<file path="config.mk">
export PLATFORM = sky130hd
export DESIGN_NAME = l2_mem_sched
export DESIGN_NICKNAME = d
export VERILOG_FILES = /design/src/rtl/l2_pkg.sv /design/src/rtl/l2_line_serdes.sv /design/src/rtl/l2_mem_sched.sv
export SDC_FILE = /design/constraint.sdc
export NUM_CORES = 1
export LEC_CHECK = 0
export CAP_MARGIN = 20
export CORE_AREA = 2 2 516 518
export DETAILED_ROUTE_END_ITERATION = 10
export DIE_AREA = 0 0 518 520
export GPL_TIMING_DRIVEN = 0
export PLACE_DENSITY_LB_ADDON = 0.12
export SETUP_SLACK_MARGIN = 0.1
export SLEW_MARGIN = 5
export SYNTH_ARGS = -nofsm -noshare
export SYNTH_HDL_FRONTEND = slang
export SYNTH_SLANG_ARGS = --single-unit
</file>
<file path="constraint.sdc">
create_clock -name clk -period 3 [get_ports clk]
set_clock_uncertainty 0.2 [all_clocks]
set_input_delay 0.6 -clock clk [delete_from_list [all_inputs] [get_ports clk]]
set_output_delay 0.6 -clock clk [all_outputs]
set_load 0.05 [all_outputs]
</file>
<file path="src/rtl/l2_pkg.sv">
// Shared types and constants for the L2 memory-side sequencer.
package l2_pkg;

    localparam logic [1:0] RESP_OKAY = 2'b00;

    localparam int L2_ADDR_W  = 32;
    localparam int L2_OFS_W   = 6;
    localparam int L2_LINE_W  = 512;
    localparam int L2_BEAT_W  = 64;
    localparam int BEATS      = L2_LINE_W / L2_BEAT_W;
    localparam int BEAT_CNT_W = $clog2(BEATS);

    localparam int TIMEOUT_CYC = 4096;

    typedef logic [L2_ADDR_W-L2_OFS_W-1:0] L2_LINE_ADDR;

    typedef enum logic [1:0] {
        RD_IDLE = 2'd0,
        RD_AR   = 2'd1,
        RD_DATA = 2'd2,
        RD_RET  = 2'd3
    } rd_state_e;

    typedef enum logic [1:0] {
        WR_IDLE = 2'd0,
        WR_AW   = 2'd1,
        WR_DATA = 2'd2,
        WR_B    = 2'd3
    } wr_state_e;

endpackage

</file>
<file path="src/rtl/l2_line_serdes.sv">
// Line buffer with beat counter: assembles beats into a line (R path) or
// holds a loaded line whose beats are sliced out by the counter (W path).
module l2_line_serdes
    import l2_pkg::*;
#(
    parameter int LINE_W = 512,
    parameter int BEAT_W = 64,
    parameter int CNT_W  = $clog2(LINE_W / BEAT_W)
) (
    input  logic              clk,
    input  logic              rst,
    input  logic              clr_i,
    input  logic              load_i,
    input  logic [LINE_W-1:0] line_i,
    input  logic              wr_i,
    input  logic [BEAT_W-1:0] beat_i,
    input  logic              adv_i,
    output logic [LINE_W-1:0] line_o,
    output logic [CNT_W-1:0]  cnt_o
);

    logic [LINE_W-1:0] line_q;
    logic [CNT_W-1:0]  cnt_q;

    always_ff @(posedge clk or negedge rst) begin
        if (!rst) begin
            line_q <= '0;
            cnt_q  <= '0;
        end else begin
            if (load_i) begin
                line_q <= line_i;
            end else if (wr_i) begin
                line_q[int'(cnt_q) * BEAT_W +: BEAT_W] <= beat_i;
            end
            if (clr_i || load_i) begin
                cnt_q <= '0;
            end else if (adv_i) begin
                cnt_q <= cnt_q + 1'b1;
            end
        end
    end

    assign line_o = line_q;
    assign cnt_o  = cnt_q;

endmodule

</file>
<file path="src/rtl/l2_mem_sched.sv">
// Memory-side sequencer: one line fill (AR/R) and one writeback (AW/W/B) in flight.
// Optional watchdog on R/B waits: define L2_MEM_TIMEOUT_EN.
module l2_mem_sched
    import l2_pkg::*;
#(
    parameter int ADDR_W = 32,
    parameter int LINE_W = 512,
    parameter int BEAT_W = 64,
    parameter int ID_W   = 4,
    parameter int OFS_W  = 6
) (
    input  logic              clk,
    input  logic              rst,
    input  logic              rd_req_valid,
    output logic              rd_req_ready,
    input  logic [ADDR_W-1:0] rd_req_addr,
    input  logic [ID_W-1:0]   rd_req_id,
    output logic              fill_valid,
    input  logic              fill_ready,
    output logic [ID_W-1:0]   fill_id,
    output logic [LINE_W-1:0] fill_data,
    output logic              fill_err,
    input  logic              wb_req_valid,
    output logic              wb_req_ready,
    input  logic [ADDR_W-1:0] wb_req_addr,
    input  logic [LINE_W-1:0] wb_req_data,
    output logic              wb_done,
    output logic              wb_err,
    output logic              ar_valid,
    input  logic              ar_ready,
    output logic [ADDR_W-1:0] ar_addr,
    output logic [7:0]        ar_len,
    input  logic              r_valid,
    output logic              r_ready,
    input  logic [BEAT_W-1:0] r_data,
    input  logic              r_last,
    input  logic [1:0]        r_resp,
    output logic              aw_valid,
    input  logic              aw_ready,
    output logic [ADDR_W-1:0] aw_addr,
    output logic [7:0]        aw_len,
    output logic              w_valid,
    input  logic              w_ready,
    output logic [BEAT_W-1:0] w_data,
    output logic              w_last,
    input  logic              b_valid,
    output logic              b_ready,
    input  logic [1:0]        b_resp,
    output logic              proto_err
);

    localparam int NBEATS = LINE_W / BEAT_W;
    localparam int CNT_W  = $clog2(NBEATS);
    localparam logic [CNT_W-1:0] LAST_BEAT = CNT_W'(NBEATS - 1);

    rd_state_e         rd_state_q, rd_state_d;
    wr_state_e         wr_state_q, wr_state_d;
    logic [ADDR_W-1:0] rd_addr_q, wr_addr_q;
    logic [ID_W-1:0]   rd_id_q;
    logic              rd_err_q, rd_err_d;
    logic              wb_done_q, wb_done_d;
    logic              wb_err_q, wb_err_d;
    logic              proto_err_q;
    logic              rdy_en_q;
    logic              rd_acc, wr_acc, rd_perr, wr_perr;
    logic              rd_clr, rd_beat, wr_beat;
    logic              rd_hit, wr_hit, tie;
    logic              rd_to, wr_to;
    logic [CNT_W-1:0]  rd_cnt, wr_cnt;
    logic [LINE_W-1:0] wr_line;

    // A new request collides with the other side's in-flight line.
    assign rd_hit = (wr_state_q != WR_IDLE) &&
                    (rd_req_addr[ADDR_W-1:OFS_W] == wr_addr_q[ADDR_W-1:OFS_W]);
    assign wr_hit = (rd_state_q != RD_IDLE) &&
                    (wb_req_addr[ADDR_W-1:OFS_W] == rd_addr_q[ADDR_W-1:OFS_W]);
    assign tie    = rd_req_valid && wb_req_valid &&
                    (rd_state_q == RD_IDLE) && (wr_state_q == WR_IDLE) &&
                    (rd_req_addr[ADDR_W-1:OFS_W] == wb_req_addr[ADDR_W-1:OFS_W]);

`ifdef L2_MEM_TIMEOUT_EN
    logic [15:0] rd_wd_q, wr_wd_q;

    assign rd_to = (rd_state_q == RD_DATA) && !r_valid && (rd_wd_q == 16'(TIMEOUT_CYC - 1));
    assign wr_to = (wr_state_q == WR_B) && !b_valid && (wr_wd_q == 16'(TIMEOUT_CYC - 1));

    always_ff @(posedge clk or negedge rst) begin
        if (!rst) begin
            rd_wd_q <= '0;
            wr_wd_q <= '0;
        end else begin
            rd_wd_q <= ((rd_state_q == RD_DATA) && !r_valid && !rd_to) ? rd_wd_q + 16'd1 : 16'd0;
            wr_wd_q <= ((wr_state_q == WR_B) && !b_valid && !wr_to) ? wr_wd_q + 16'd1 : 16'd0;
        end
    end
`else
    assign rd_to = 1'b0;
    assign wr_to = 1'b0;
`endif

    always_comb begin
        rd_state_d   = rd_state_q;
        rd_err_d     = rd_err_q;
        rd_req_ready = 1'b0;
        ar_valid     = 1'b0;
        r_ready      = 1'b0;
        fill_valid   = 1'b0;
        rd_acc       = 1'b0;
        rd_clr       = 1'b0;
        rd_beat      = 1'b0;
        rd_perr      = 1'b0;
        case (rd_state_q)
            RD_IDLE: begin
                rd_req_ready = rdy_en_q && !rd_hit && !tie;
                if (rd_req_valid && rdy_en_q && !rd_hit && !tie) begin
                    rd_acc     = 1'b1;
                    rd_state_d = RD_AR;
                end
            end
            RD_AR: begin
                ar_valid = 1'b1;
                if (ar_ready) begin
                    rd_clr     = 1'b1;
                    rd_err_d   = 1'b0;
                    rd_state_d = RD_DATA;
                end
            end
            RD_DATA: begin
                r_ready = 1'b1;
                if (r_valid) begin
                    rd_beat = 1'b1;
                    if (r_resp != RESP_OKAY) rd_err_d = 1'b1;
                    // r_last must land exactly on the final beat; either side ends the burst.
                    if (r_last != (rd_cnt == LAST_BEAT)) begin
                        rd_perr  = 1'b1;
                        rd_err_d = 1'b1;
                    end
                    if (r_last || (rd_cnt == LAST_BEAT)) rd_state_d = RD_RET;
                end else if (rd_to) begin
                    rd_perr    = 1'b1;
                    rd_err_d   = 1'b1;
                    rd_state_d = RD_RET;
                end
            end
            RD_RET: begin
                fill_valid = 1'b1;
                if (fill_ready) rd_state_d = RD_IDLE;
            end
            default: rd_state_d = RD_IDLE;
        endcase
        if (r_valid && (rd_state_q != RD_DATA)) rd_perr = 1'b1;
    end

    always_comb begin
        wr_state_d   = wr_state_q;
        wb_done_d    = 1'b0;
        wb_err_d     = 1'b0;
        wb_req_ready = 1'b0;
        aw_valid     = 1'b0;
        w_valid      = 1'b0;
        w_last       = 1'b0;
        b_ready      = 1'b0;
        wr_acc       = 1'b0;
        wr_beat      = 1'b0;
        wr_perr      = 1'b0;
        case (wr_state_q)
            WR_IDLE: begin
                wb_req_ready = rdy_en_q && !wr_hit;
                if (wb_req_valid && rdy_en_q && !wr_hit) begin
                    wr_acc     = 1'b1;
                    wr_state_d = WR_AW;
                end
            end
            WR_AW: begin
                aw_valid = 1'b1;
                if (aw_ready) wr_state_d = WR_DATA;
            end
            WR_DATA: begin
                w_valid = 1'b1;
                w_last  = (wr_cnt == LAST_BEAT);
                if (w_ready) begin
                    wr_beat = 1'b1;
                    if (wr_cnt == LAST_BEAT) wr_state_d = WR_B;
                end
            end
            WR_B: begin
                b_ready = 1'b1;
                if (b_valid) begin
                    wb_done_d  = 1'b1;
                    wb_err_d   = (b_resp != RESP_OKAY);
                    wr_state_d = WR_IDLE;
                end else if (wr_to) begin
                    wb_done_d  = 1'b1;
                    wb_err_d   = 1'b1;
                    wr_perr    = 1'b1;
                    wr_state_d = WR_IDLE;
                end
            end
            default: wr_state_d = WR_IDLE;
        endcase
        if (b_valid && (wr_state_q != WR_B)) wr_perr = 1'b1;
    end

    always_ff @(posedge clk or negedge rst) begin
        if (!rst) begin
            rd_state_q  <= RD_IDLE;
            wr_state_q  <= WR_IDLE;
            rd_addr_q   <= '0;
            wr_addr_q   <= '0;
            rd_id_q     <= '0;
            rd_err_q    <= 1'b0;
            wb_done_q   <= 1'b0;
            wb_err_q    <= 1'b0;
            proto_err_q <= 1'b0;
            rdy_en_q    <= 1'b0;
        end else begin
            rd_state_q  <= rd_state_d;
            wr_state_q  <= wr_state_d;
            rd_err_q    <= rd_err_d;
            wb_done_q   <= wb_done_d;
            wb_err_q    <= wb_err_d;
            proto_err_q <= proto_err_q | rd_perr | wr_perr;
            rdy_en_q    <= 1'b1;
            if (rd_acc) begin
                rd_addr_q <= rd_req_addr;
                rd_id_q   <= rd_req_id;
            end
            if (wr_acc) wr_addr_q <= wb_req_addr;
        end
    end

    l2_line_serdes #(.LINE_W(LINE_W), .BEAT_W(BEAT_W), .CNT_W(CNT_W)) u_rd_buf (
        .clk    (clk),
        .rst    (rst),
        .clr_i  (rd_clr),
        .load_i (1'b0),
        .line_i ('0),
        .wr_i   (rd_beat),
        .beat_i (r_data),
        .adv_i  (rd_beat),
        .line_o (fill_data),
        .cnt_o  (rd_cnt)
    );

    l2_line_serdes #(.LINE_W(LINE_W), .BEAT_W(BEAT_W), .CNT_W(CNT_W)) u_wr_buf (
        .clk    (clk),
        .rst    (rst),
        .clr_i  (1'b0),
        .load_i (wr_acc),
        .line_i (wb_req_data),
        .wr_i   (1'b0),
        .beat_i ('0),
        .adv_i  (wr_beat),
        .line_o (wr_line),
        .cnt_o  (wr_cnt)
    );

    assign w_data    = wr_line[int'(wr_cnt) * BEAT_W +: BEAT_W];
    assign ar_addr   = rd_addr_q;
    assign aw_addr   = wr_addr_q;
    assign ar_len    = 8'(NBEATS - 1);
    assign aw_len    = 8'(NBEATS - 1);
    assign fill_id   = rd_id_q;
    assign fill_err  = rd_err_q;
    assign wb_done   = wb_done_q;
    assign wb_err    = wb_err_q;
    assign proto_err = proto_err_q;

endmodule

</file>
==> flow_metrics.tcl <==
set metrics [dict create \
    arrival_ns 2.92 \
    slew_headroom 0.303 \
    cts_buffers 158 \
    ys_warn_count 0 \
    slowest_stage "mux4_2" \
    dr.pass1.iters 5 \
    antenna_found_initial 147 \
    grt_max_degree 143 \
    cts_tree "built" \
    status "complete, but fails checks" \
    fin_total_pwr_mw 84.4 \
    async_flop_share 1.00 \
    p_sw_frac 0.403 \
    syn_area_um2 49100 \
    clk_latency_ns 0.81 \
    most-common-layout-cells "1238 x clkdlybuf4s50_1, 1103 x dfrtp_1, 664 x nand2_1, 565 x mux2_4, 256 x o21ai_0" \
    fill_cells 27200 \
    crit_chain "clkbuf_16 -> buf_16 -> buf_12 -> buf_12 -> mux4_2 -> mux2_4 -> buf_8" \
    dp_hpwl_um 216000 \
    ctsHtreeMaxLevel 4 \
    coreArea_um2 264000 \
    grt_pass1_wl_um 374000 \
    cpPeakStageDelay_ns 0.53 \
    placed_area_um2 67200 \
    clk_path_buf_depth 4 \
    synthAdderAreaFrac 0.00408 \
    yosys.area_share.simple 0.0650 \
    synth-compound-area-share 0.0459 \
    grt_pass1_vias 38900 \
    internal_power_mw 50.3 \
    floorplan.initialDensity 0.186 \
    drv_slew 0 \
    vdd_drop_max_mv 0.734 \
    p_switching_mw 34.0 \
    grt.overflow.total 0 \
    io_buffers 1315 \
    drt.antenna.violating_nets 0 \
    report.final.setup_viol 1045 \
    grtUsageTotal 0.203 \
    worst_slack_ns -0.721 \
    layout_commonest_cell "clkdlybuf4s50_1" \
    power_density_nw_per_um2 1100 \
    multi_input_area_um2 19900 \
    rsz0062_at_grt "yes" \
    clkPwrFrac 0.221 \
    globalplace.congestion 0.840 \
    hold_violations 0 \
    syn_avg_cell_area_um2 14.0 \
    die_x_um 518 \
    drv_cap 0 \
    violations "setup timing" \
    drtIter0Drc 2304 \
    ys_ff_latch 1107 \
    avgViaCountPerCell 4.17 \
    synth_xor_area_frac 0.0143 \
    critPathRequiredTime_ns 2.20 \
    num_rows 189 \
    worst_path_most_repeated_cell "buf_12" \
    crit_fanout 6 \
    synth_top_cell_by_area "dfrtp_1" \
    num_vias 36900 \
    drive_gt1_frac 0.296 \
    fin_nets 5865 \
    area_delta_synth_final_pct 56.1 \
    synth_top_family_by_area "multiplexers" \
    syn_inst 3512 \
    die-area_um2 269000 \
    cts.sinks 1107 \
    criticalPathCategory "register to output port" \
    comb_power_share 0.496 \
    seq_power_share 0.283 \
    tns_ns -235.55 \
    cp-start-kind "register" \
    min_period_ns 3.72 \
    ios 1332 \
    synth_area_leaders "dfrtp_1 56%, mux2_4 15%, mux4_2 5.9%" \
    die_h_um 520 \
    yosys.area.top_type_share 0.565 \
    synth_edf_count 0 \
    drc 0 \
    finalInstanceArea_um2 76600 \
    post-route-period-util 1.24 \
    regArea_um2 27700 \
    ys.flop_type "dfrtp_1" \
    reg2reg_slack_ns -0.28 \
    wl_um 285000 \
    clk_pin_slew_ns 0.06 \
    synth_cell_types 46 \
    wl_per_cell_um 32.2 \
    synthMuxAreaShare 0.265 \
    yosysSeqAreaShare 0.565 \
    leakagePower_nw 34.0 \
    tightest_slew_ns 1.05 \
    fmax_ghz 0.269 \
    clock-root-buffer "clkbuf_16" \
    hp-class "input port to register" \
    cp-end-kind "output port" \
]
[per-layer routing]
metal,GRT usage,routed length (µm)
met1,0.241,113000
met2,0.345,138000
met3,0.0746,24000
met4,0.0514,8850
met5,0,440
[worst paths after layout]
check / startpoint / to / cells past startpoint
min in group asynchronous: rst / u_wr_buf.line_o[261] / 4
hold reg to reg: u_rd_buf.line_o[259] / u_rd_buf.line_o[259] / 2
setup / recovery: u_wr_buf.cnt_o[0] / w_data[9] / 7
max in group asynchronous: rst / u_rd_buf.line_o[234] / 6
setup reg to reg: ar_addr[28] / u_wr_buf.line_o[468] / 13
hold / removal: wb_req_data[248] / u_wr_buf.line_o[248] / 2
[worst max-delay path: cells and delay by family (launching register included)]
family,cells,cell delay [ns]
buf+inv,5,0.76
mux,2,0.90
flops,1,0.42
[cell usage after synthesis, types with 2 or more instances]
| master | instances |
|---|---|
| mux2_2 | 208 |
| nand2b_1 | 6 |
| buf_6 | 4 |
| dfrtp_1 | 1107 |
| mux2_4 | 500 |
| inv_1 | 18 |
| nor4_1 | 12 |
| xor2_1 | 36 |
| nand3_1 | 70 |
| xnor2_1 | 44 |
| buf_12 | 55 |
| and3_1 | 2 |
| o31ai_1 | 111 |
| buf_2 | 10 |
| o21a_1 | 2 |
| ha_1 | 16 |
| o22ai_1 | 2 |
| nand4_1 | 12 |
| clkbuf_1 | 146 |
| or3_1 | 4 |
| buf_4 | 17 |
| and2_1 | 3 |
| mux2i_1 | 3 |
| nor3_1 | 4 |
| mux4_2 | 128 |
| conb_1 | 2 |
| a21oi_1 | 4 |
| nor2_1 | 8 |
| a21boi_0 | 2 |
| nand2_1 | 667 |
| buf_1 | 19 |
| mux2_1 | 20 |
| o21ai_0 | 257 |
[logic make-up after synthesis]
group | Yosys count
AOI/OAI and AO/OA | 385
xor gates and xnor gates | 80
adders and majority gates | 16
buffers and inverters | 270
DFF | 1107
muxes | 859
other | 2
and+or+nand+nor | 793
[metrics by stage]
stage          cells   util  worst slack (ns)  hold WS [ns]
2_1_floorplan   3527      -             0.101         0.104
3_3_place_gp    8375  0.253            -57.76         0.253
3_5_place_dp    8400  0.255             -1.72         0.255
4_1_cts         8744  0.283            -0.862         0.111
5_1_grt         8832  0.290            -0.790         0.142
6_report        8851  0.290            -0.721         0.189
[sequential cells by signal, indices dropped and copies added, names as in the netlist]
signal / count
u_rd_buf.line_o: 512
u_wr_buf.line_o: 512
ar_addr: 32
aw_addr: 32
fill_id: 4
u_rd_buf.cnt_o: 3
u_wr_buf.cnt_o: 3
rd_state_q: 2
wr_state_q: 2
fill_err: 1
proto_err: 1
rdy_en_q: 1
wb_done: 1
wb_err: 1
[layout make-up]
type / instances / area share
clock inverter: 34 / 0.00474
timing repair buffer: 1505 / 0.219
inverter: 18 / 0.000882
tap: 3533 / 0.0577
antenna: 24 / 0.000784
sequential: 1107 / 0.362
clock buffer: 230 / 0.0598
buffer: 250 / 0.0363
multi-input combinational: 2150 / 0.259
[what timing repair did]
item	CTS	global route
endpoints found under the hold margin	134	331
hold buffers	3	1
gates cloned	24	45
endpoints found under the setup margin	1556	1878
gates resized for setup	811	161
setup buffers	53	44
pin swaps	16	1
[power groups by stage]
stage                     combinational, mW  sequential, mW  clock, mW
final                                  41.8            23.9       18.6
after global routing                   43.6            24.5       19.8
after CTS                              40.6            23.9       19.2
after detailed placement               38.0            24.0          0
after global placement                 37.7            24.2          0
after floorplan                        17.9            29.2          0
Note: power is estimated with default switching activity, not from simulation.
